[src/rtl/apb_master_nslv.sv]
// APB master bridge: decodes the core address into one of NUM_SLAVES PSEL lines and runs IDLE/SETUP/ACCESS,
// reporting decode errors, PSLVERR and PREADY timeouts back to the core through ready/error.
module apb_master_nslv #(
  parameter int                NUM_SLAVES    = 4,
  parameter int                DATA_W        = 32,
  parameter int                ADDR_W        = 32,
  parameter logic [ADDR_W-1:0] BASE_ADDR     = 32'h1000_0000,
  parameter int                SLV_SIZE_LOG2 = 12,
  parameter int                TIMEOUT       = 255
) (
  input  logic                         PCLK,
  input  logic                         PRESET,
  input  logic                         transfer,
  input  logic                         write,
  input  logic [ADDR_W-1:0]            addr,
  input  logic [DATA_W-1:0]            wdata,
  output logic [DATA_W-1:0]            rdata,
  output logic                         ready,
  output logic                         error,
  output logic [ADDR_W-1:0]            PADDR,
  output logic                         PWRITE,
  output logic [DATA_W-1:0]            PWDATA,
  output logic                         PENABLE,
  output logic [NUM_SLAVES-1:0]        PSEL,
  input  logic [NUM_SLAVES*DATA_W-1:0] PRDATA,
  input  logic [NUM_SLAVES-1:0]        PREADY,
  input  logic [NUM_SLAVES-1:0]        PSLVERR
);

  localparam int IDX_W = (NUM_SLAVES > 1) ? $clog2(NUM_SLAVES) : 1;
  localparam int CNT_W = ($clog2(TIMEOUT + 1) > 8) ? $clog2(TIMEOUT + 1) : 8;
  localparam bit TO_EN = (TIMEOUT != 0);
  localparam logic [CNT_W-1:0] CNT_LAST = TO_EN ? CNT_W'(TIMEOUT - 1) : '0;
  localparam logic [CNT_W-1:0] CNT_MAX  = '1;

  typedef enum logic [1:0] {
    ST_IDLE,
    ST_SETUP,
    ST_ACCESS
  } state_t;

  state_t            state, state_nxt;
  logic [IDX_W-1:0]  sel_idx;
  logic              dec_err;
  logic [CNT_W-1:0]  cnt;
  logic              capture;

  logic [ADDR_W-1:0] addr_off;
  logic [ADDR_W-1:0] addr_index;
  logic              req_mapped;
  logic [IDX_W-1:0]  req_idx;

  logic              sel_pready;
  logic              sel_pslverr;
  logic [DATA_W-1:0] sel_prdata;

  // Address decode on the raw request; the result is registered at capture.
  assign addr_off   = addr - BASE_ADDR;
  assign addr_index = addr_off >> SLV_SIZE_LOG2;
  assign req_mapped = (addr >= BASE_ADDR) && (addr_index < ADDR_W'(NUM_SLAVES));
  assign req_idx    = addr_index[IDX_W-1:0];

  always_comb begin
    sel_pready  = 1'b0;
    sel_pslverr = 1'b0;
    sel_prdata  = '0;
    for (int i = 0; i < NUM_SLAVES; i++) begin
      if (sel_idx == IDX_W'(i)) begin
        sel_pready  = PREADY[i];
        sel_pslverr = PSLVERR[i];
        sel_prdata  = PRDATA[i*DATA_W +: DATA_W];
      end
    end
  end

  always_comb begin
    PSEL = '0;
    if (state != ST_IDLE && !dec_err) PSEL[sel_idx] = 1'b1;
  end

  assign PENABLE = (state == ST_ACCESS);

  // Completion precedence: decode error, then slave PREADY, then watchdog expiry.
  always_comb begin
    state_nxt = state;
    ready     = 1'b0;
    error     = 1'b0;
    rdata     = '0;
    capture   = 1'b0;
    case (state)
      ST_IDLE: begin
        if (transfer) begin
          capture   = 1'b1;
          state_nxt = ST_SETUP;
        end
      end
      ST_SETUP: state_nxt = ST_ACCESS;
      ST_ACCESS: begin
        if (dec_err) begin
          ready = 1'b1;
          error = 1'b1;
        end else if (sel_pready) begin
          ready = 1'b1;
          error = sel_pslverr;
          if (!PWRITE && !sel_pslverr) rdata = sel_prdata;
        end else if (TO_EN && cnt == CNT_LAST) begin
          ready = 1'b1;
          error = 1'b1;
        end
        if (ready) begin
          capture   = transfer;
          state_nxt = transfer ? ST_SETUP : ST_IDLE;
        end
      end
      default: state_nxt = ST_IDLE;
    endcase
  end

  always_ff @(posedge PCLK) begin
    if (PRESET) begin
      state   <= ST_IDLE;
      PADDR   <= '0;
      PWRITE  <= 1'b0;
      PWDATA  <= '0;
      sel_idx <= '0;
      dec_err <= 1'b0;
      cnt     <= '0;
    end else begin
      state <= state_nxt;
      if (capture) begin
        PADDR   <= addr;
        PWRITE  <= write;
        PWDATA  <= wdata;
        sel_idx <= req_mapped ? req_idx : '0;
        dec_err <= !req_mapped;
      end
      // Counts elapsed ACCESS cycles without completion; saturates rather than wrapping.
      if (state == ST_ACCESS && !ready) begin
        if (cnt != CNT_MAX) cnt <= cnt + CNT_W'(1);
      end else begin
        cnt <= '0;
      end
    end
  end

endmodule

[config.mk]
export PLATFORM = sky130hd
export DESIGN_NAME = apb_master_nslv
export DESIGN_NICKNAME = d
export VERILOG_FILES = /design/src/rtl/apb_master_nslv.sv
export SDC_FILE = /design/constraint.sdc
export NUM_CORES = 1
export LEC_CHECK = 0
export BUFFER_PORTS_ARGS = -buffer_cell sky130_fd_sc_hd__buf_4
export CAP_MARGIN = 0
export CORE_AREA = 3 3 118 120
export CTS_CLUSTER_SIZE = 14
export DETAILED_ROUTE_END_ITERATION = 8
export DIE_AREA = 0 0 121 123
export HOLD_SLACK_MARGIN = 0.03
export PLACE_DENSITY_LB_ADDON = 0.1
export SYNTH_ARGS = -nofsm -noshare
export SYNTH_HDL_FRONTEND = slang
export SYNTH_SLANG_ARGS = --single-unit
[constraint.sdc]
create_clock -name PCLK -period 2.7 [get_ports PCLK]
set_clock_uncertainty 0.1 [all_clocks]
set_input_delay 0.27 -clock PCLK [delete_from_list [all_inputs] [get_ports PCLK]]
set_output_delay 0.27 -clock PCLK [all_outputs]
set_load 0.1 [all_outputs]
==> key figures, run 1 <==
Status
  • Outcome: complete, no violations

Route
  • Average via count per standard cell: between 4 and 5
  • Routed Antenna Nets: 0
  • Residual DRC count: 0
  • Number of DRC markers in iteration 0: 173
  • Detailed-route wire length per cell: 17.9 um
  • Sum of routed wire length over all layers: 16300 um
  • Number of optimization iterations in the first detailed-route pass: 4
  • Vias: approximately 4.4k

Timing
  • Hold Violations, Final: 0
  • Final Hold Slack: ~0.11 ns
  • Endpoints failing setup: 0
  • Slew Viols, Final: 0
  • Timing-limited maximum frequency: just under 400 MHz
  • RSZ-0062 raised after global routing: true
  • Slew headroom: 58.4%
  • Shortest clock period the worst path allows after layout: 2.60 ns
  • Setup TNS after final layout: 0 ns
  • Share of the clock period used by the worst path after layout: 96.3%
  • Worst-margin pin slew: ~0.6 ns

Layout
  • Layout fillers: 1208
  • Share of cells above drive strength 1: 50.1%
  • Net total in the final layout: 940
  • Antenna cell count: 0
  • Most common cell after layout, fill and taps aside: buf_4
  • Share of the core filled with cells in the final layout: 56.4%
  • Most used cells in the layout excluding fill and tap cells: buf_4 (303), nand2b_1 (135), dfxtp_1 (76)
  • Signed area change from the synthesized netlist to the final layout: 60.5%

Clocking
  • Number of clock sinks: 78
  • Source-to-sink clock delay at the later pin of the worst-skew pair: about 0.33 ns
  • Cell at the root of the clock tree: clkbuf_16
  • TritonCTS clock tree: built
  • Clock input transition at the sequential cells of the worst setup and hold paths: 0.06 ns
  • Number of buffers added by the clock tree synthesis step: 9
  • CTS H-tree depth: 3
  • Clock buffer depth: 2
  • Post-CTS Setup Inserts: 0
  • Post-cts resize count: 0
  • Cts-stage hold buffer count: 0

Worst setup path
  • Required time reported for the critical path endpoint: 2.33 ns
  • Data arrival at the endpoint of the critical path: 2.23 ns
  • Critical R2R Launch: sel_idx[0]
  • Endpoint type of the worst setup path: output port
  • Crit path kind: reg -> out
  • Worst Reg-to-Reg Cells: 5
  • Biggest fanout along the worst timing path: 32
  • Crit path launch type: flip-flop
  • Worst reg2reg endpoint: PWDATA[5]
  • Setup slack on the worst flop-to-flop path: 0.66 ns

Pwr
  • Net switching power: 0.00125 W
  • Clk pwr share: between 30% and 40%
  • Logic pwr share: between 30% and 40%
  • Fraction of power spent switching nets: 34.3%
  • Ratio of total power to cell area: between 400 and 500 nW/um^2
  • Sequential fraction of design power: 34.8%
  • Internal power: ~0.0024 W
  • Lkg Pwr: roughly 3.3 nW
  • Maximum ir drop on the vdd rail: 0.000315 V

Yosys
  • Post-synth top area cell: dfxtp_1
  • Number of warnings reported in the yosys synthesis log: 0
  • Cell types with the largest area share after synthesis: dfxtp_1 (34%), nand2b_1 (18%), mux4_2 (17%), mux2i_1 (15%), nor2b_1 (4.3%)
  • Mapped Cells: approximately 440
  • Average cell area after synthesis: roughly 10 sq um
  • Number of flip-flops and latches in the synthesized netlist: 78
  • Post-synth top area share: 33.9%
  • Synthesized cell area: 4600 sq um
  • Synthesized netlist net count: ~650
  • Count of cell types in the netlist: 31
  • Sequential-to-total area share from yosys stat: roughly 34%

Place
  • Number of buffer cells added on primary ports: 307
  • Routability cong.: 0.972
  • Half-perimeter wire length of the detailed placement result: approximately 13000 um

Die
  • Core box area: 13100 sq um
  • Full die area: 14900 sq um
  • Number of I/O pins: ~310
  • Floorplan die width: 121 um
  • DIE HEIGHT: 123 um
  • Starting density of the core: 35.2%
  • Placement row count: 42

Worst hold path
  • Destination of the worst hold path: PWDATA[24]
  • Class of the tightest hold or removal check: in -> reg
  • Startpoint of the tightest hold check path: wdata[24]
  • WHS Path Cells: 3

GRT
  • Total track usage: 20.8%
  • Pin count of the biggest net entering global routing: 88
  • Total grt overflow: 0
  • Number of global-route vias before repair: 4406
  • Initial antenna violation count: 0
  • Wire length of the first global-routing pass: between 20000 and 25000 um

Flow run
  • Number of violations of the max-capacitance limit: 0
-- metrics by stage --
step                worst slack [ns]  area (sq um)  power [W]  cells
floorplan                     -0.408          4610    0.00208    443
global placement               0.413          7060    0.00247    899
detailed placement             0.414          7060    0.00249    899
CTS                           0.0413          7350    0.00369    914
global route                 -0.0157          7390    0.00378    914
finish                        0.0998          7390    0.00364    914
-- sequential cells by signal, summed over array words and instances (netlist names) --
| signal | cells |
|---|---|
| dec_err | 1 |
| cnt | 8 |
| PWRITE | 1 |
| PADDR | 32 |
| sel_idx | 2 |
| PWDATA | 32 |
| state | 2 |
-- cells by family after synthesis --
| kind of cell | synth area share, % |
|---|---|
| simple gates | 27.4 |
| fa+ha+maj | 0.544 |
| xor+xnor | 0.761 |
| mux | 31.4 |
| compound gates | 2.04 |
| buf+inv | 3.89 |
| flops | 33.9 |
-- Yosys cell counts --
cell type and instances:
o21a_1 1, buf_1 1, a31oi_1 1, or4b_2 1, xor2_1 1, o21ai_0 3, buf_2 5, and4_1 3
nand2b_1 135, buf_6 5, a21o_1 2, and3_1 2, nor2_1 18, nand2_1 6, clkbuf_1 21, a211oi_1 2
xnor2_1 3, mux4_2 34, a211oi_4 1, dfxtp_1 78, buf_4 1, inv_1 2, nand4_1 2, ha_1 2
nor4b_1 1, nand3_1 2, nor4_1 4, nand3b_1 3, mux2i_1 68, nor2b_1 32, a21oi_1 3
-- worst max-delay path by stage --
stage | to | slack, ns | startpoint
global route | rdata[5] | -0.02 | sel_idx[0]
global placement | rdata[22] | 0.41 | sel_idx[0]
CTS | rdata[23] | 0.04 | sel_idx[0]
finish | rdata[22] | 0.1 | sel_idx[0]
detailed placement | rdata[19] | 0.41 | sel_idx[0]
floorplan | rdata[10] | -0.41 | sel_idx[0]
-- critical path, cell delays in order, from the launching register on --
cell and delay, ns:
dfxtp_2 0.37, mux4_2 0.51, nor2_1 0.16, nand3_1 0.09, buf_4 0.25, nor2b_1 0.24, buf_6 0.26
-- layout make-up --
cell class                      instances  area [sq um]  share of cell area [%]
Sequential cell                        78          1560                    21.2
Multi-Input combinational cell        330          2890                    39.1
Clock buffer                           11           243                    3.29
Clock inverter                          4          47.5                   0.644
Inverter                                2          7.51                   0.102
Timing Repair Buffer                  313          2410                    32.7
Tap cell                              176           220                    2.98
-- power by group through the flow --
stage / logic, W / registers (W) / clock network (W)
6_report: 0.00119 / 0.00127 / 0.00118
5_1_grt: 0.00124 / 0.00128 / 0.00127
4_1_cts: 0.00120 / 0.00127 / 0.00122
3_5_place_dp: 0.00120 / 0.00129 / 0
3_3_place_gp: 0.00118 / 0.00129 / 0
2_1_floorplan: 0.000304 / 0.00177 / 0
-- routing by layer --
layer,track usage [%],vias to the layer above,wire (um)
li1,-,2112,-
met1,21.4,2077,5610
met2,39.9,186,8790
met3,6.54,20,1590
met4,6.52,0,328
met5,0,-,0
Note: power is estimated with default switching activity, not from simulation.
==> run 2: changes to the inputs <==
Settings changed: PLACE_DENSITY from default to 0.7, PLACE_DENSITY_LB_ADDON 0.1 to default.
==> run 2 against run 1 <==
  * First-iteration DRC count down 21%
  * Sequential share of layout area about the same
  * Combinational power about the same
  * Power up 3.4%
  * Non-clock buffer count up 1
  * Sequential cell count unchanged
  * Setup slack worse by 0.016 ns
  * Register-to-register slack worse by 0.21 ns
  * Sequential power about the same
  * Count of clock-buffer cells in the layout unchanged
  * Hold slack worse by 0.0052 ns
  * Wire length down 5.0%
  * Largest power group is now the clock network
==> key figures, run 2 (same netlist as run 1, synthesis figures left out) <==
GRT
  • Total grt overflow: 0
  • Number of global-route vias before repair: around 4.5k
  • Pin count of the biggest net entering global routing: 73
  • Initial antenna violation count: 0
  • Wire length of the first global-routing pass: ~23000 um
  • Total track usage: 19.4%

Worst setup path
  • Required time reported for the critical path endpoint: 2.33 ns
  • Buffers & Inverters on Critical Path: 2
  • Kind of cell adding the most delay to the critical path: multiplexers
  • Crit path kind: reg -> out
  • Critical Path Max Stage Delay: 0.50 ns
  • Worst Reg-to-Reg Cells: 7
  • Data arrival at the endpoint of the critical path: about 2.3 ns
  • Worst reg2reg endpoint: PADDR[11]
  • Critical R2R Launch: cnt[0]
  • Cell-by-cell listing of the critical path: mux4_2 -> nor2_1 -> nand3_1 -> buf_4 -> nor2b_1 -> buf_6
  • Biggest fanout along the worst timing path: 32
  • Setup slack on the worst flop-to-flop path: 0.45 ns
  • Endpoint type of the worst setup path: output port
  • Crit path launch type: flip-flop
  • Cell at the slowest stage of the critical path: mux4_2

Status
  • Outcome: complete, no violations

Route
  • Residual DRC count: 0
  • Vias: between 4k and 5k
  • Routed Antenna Nets: 0
  • Sum of routed wire length over all layers: 15500 um
  • Number of DRC markers in iteration 0: 137
  • Average via count per standard cell: 4.73
  • Detailed-route wire length per cell: approximately 17 um
  • Number of optimization iterations in the first detailed-route pass: 4

Die
  • Full die area: 14900 sq um
  • Floorplan die width: 121 um
  • Placement row count: 42
  • Starting density of the core: 35.2%
  • Core box area: about 13000 sq um
  • Number of I/O pins: between 300 and 400
  • DIE HEIGHT: about 120 um

Clocking
  • Cts-stage hold buffer count: 0
  • Source-to-sink clock delay at the later pin of the worst-skew pair: 0.33 ns
  • Clock input transition at the sequential cells of the worst setup and hold paths: about 0.060 ns
  • Clock buffer depth: 2
  • Cell at the root of the clock tree: clkbuf_16
  • Number of buffers added by the clock tree synthesis step: 9
  • CTS H-tree depth: 3
  • TritonCTS clock tree: built
  • Number of clock sinks: slightly below 80

Flow run
  • Number of violations of the max-capacitance limit: 0

Place
  • Setup slack after placement: between 0.3 and 0.4 ns
  • Half-perimeter wire length of the detailed placement result: 12500 um
  • Routability cong.: 0.859
  • Number of buffer cells added on primary ports: 307

Timing
  • Worst-margin pin slew: between 0.8 and 0.9 ns
  • Post-route setup slack: 0.0839 ns
  • Endpoints failing setup: 0
  • Shortest clock period the worst path allows after layout: 2.62 ns
  • Share of the clock period used by the worst path after layout: 96.9%
  • Hold Violations, Final: 0
  • Setup TNS after final layout: 0 ns
  • Slew headroom: 46.1%
  • Slew Viols, Final: 0
  • Timing-limited maximum frequency: roughly 380 MHz

Layout
  • Share of the core filled with cells in the final layout: 56.7%
  • Most common cell after layout, fill and taps aside: buf_4
  • Antenna cell count: 0
  • Signed area change from the synthesized netlist to the final layout: 61.1%
  • Layout fillers: 1169
  • Net total in the final layout: 941
  • Most used cells in the layout excluding fill and tap cells: buf_4 (307), nand2b_1 (135), dfxtp_1 (76)
  • Share of cells above drive strength 1: 50.0%
  • Largest registers: PADDR x32, PWDATA x32, cnt x8

Pwr
  • Maximum ir drop on the vdd rail: 0.000370 V
  • Ratio of total power to cell area: 508 nW/um^2
  • Lkg Pwr: 3.34 nW

Worst hold path
  • Class of the tightest hold or removal check: in -> reg
  • WHS Path Cells: 3
  • Startpoint of the tightest hold check path: wdata[31]
  • Destination of the worst hold path: PWDATA[31]
run 2: cell count changes in the layout (fill, tap and decap cells not counted), sizes merged:
| cell | previous run | this run |
|---|---|---|
| buf | 313 | 314 |
| clkinv | 2 | 3 |
| bufinv | 1 | 2 |
| clkinvlp | 1 | 0 |
run 2: power breakdown:
part	leakage (nW)	switching [W]	internal, W	total (W)
Combinational	2.53	0.000748	0.000433	0.00118
Sequential	0.642	0.0000458	0.00122	0.00127
Clock	0.160	0.000479	0.000837	0.00132
run 2: layer usage:
metal / wire (um) / up-vias / GRT usage (%)
met5: 0 / - / 0
li1: - / 2109 / -
met4: 445 / 0 / 7.79
met3: 1430 / 30 / 6.27
met1: 5730 / 2001 / 21.4
met2: 7920 / 195 / 34.7
run 2: through the flow:
stage / instance area (sq um) / hold slack (ns) / instances / power [W]
final: 7410 / 0.102 / 916 / 0.00376
after global placement: 7070 / 0.358 / 900 / 0.00247
after floorplan: 4610 / 0.325 / 443 / 0.00208
after global routing: 7410 / 0.0976 / 916 / 0.00390
after CTS: 7400 / 0.0951 / 916 / 0.00379
after detailed placement: 7070 / 0.362 / 900 / 0.00248
run 2: how the worst max path moves through the flow:
stage / startpoint / depth (start not counted) / to / slack, ns
global placement: sel_idx[0] / 6 / rdata[6] / 0.47
floorplan: sel_idx[0] / 5 / rdata[10] / -0.41
detailed placement: sel_idx[0] / 6 / rdata[28] / 0.39
CTS: sel_idx[0] / 6 / rdata[28] / 0.02
global route: sel_idx[0] / 6 / rdata[17] / -0.003
finish: sel_idx[0] / 6 / rdata[28] / 0.08
run 2: final cells by class:
| type | count | area (sq um) | area share [%] |
|---|---|---|---|
| clock buffer | 11 | 243 | 3.27 |
| clock inverter | 5 | 82.6 | 1.11 |
| inverter | 2 | 7.51 | 0.101 |
| multi-input combinational | 330 | 2890 | 38.9 |
| sequential | 78 | 1570 | 21.1 |
| tap | 176 | 220 | 2.97 |
| timing repair buffer | 314 | 2410 | 32.5 |
run 2: repair_timing:
action | 4_1_cts | 5_1_grt
buffers inserted | 0 | 0
gates resized for setup | 0 | 5
setup endpoints to repair | 0 | 20
run 2: worst reg2reg max path, cell delays in order, from the launching register on:
cell	delay, ns
dfxtp_1	0.35
inv_1	0.08
ha_1	0.13
and3_1	0.20
a211oi_4	0.10
a21oi_4	0.67
buf_12	0.31
mux2i_1	0.24
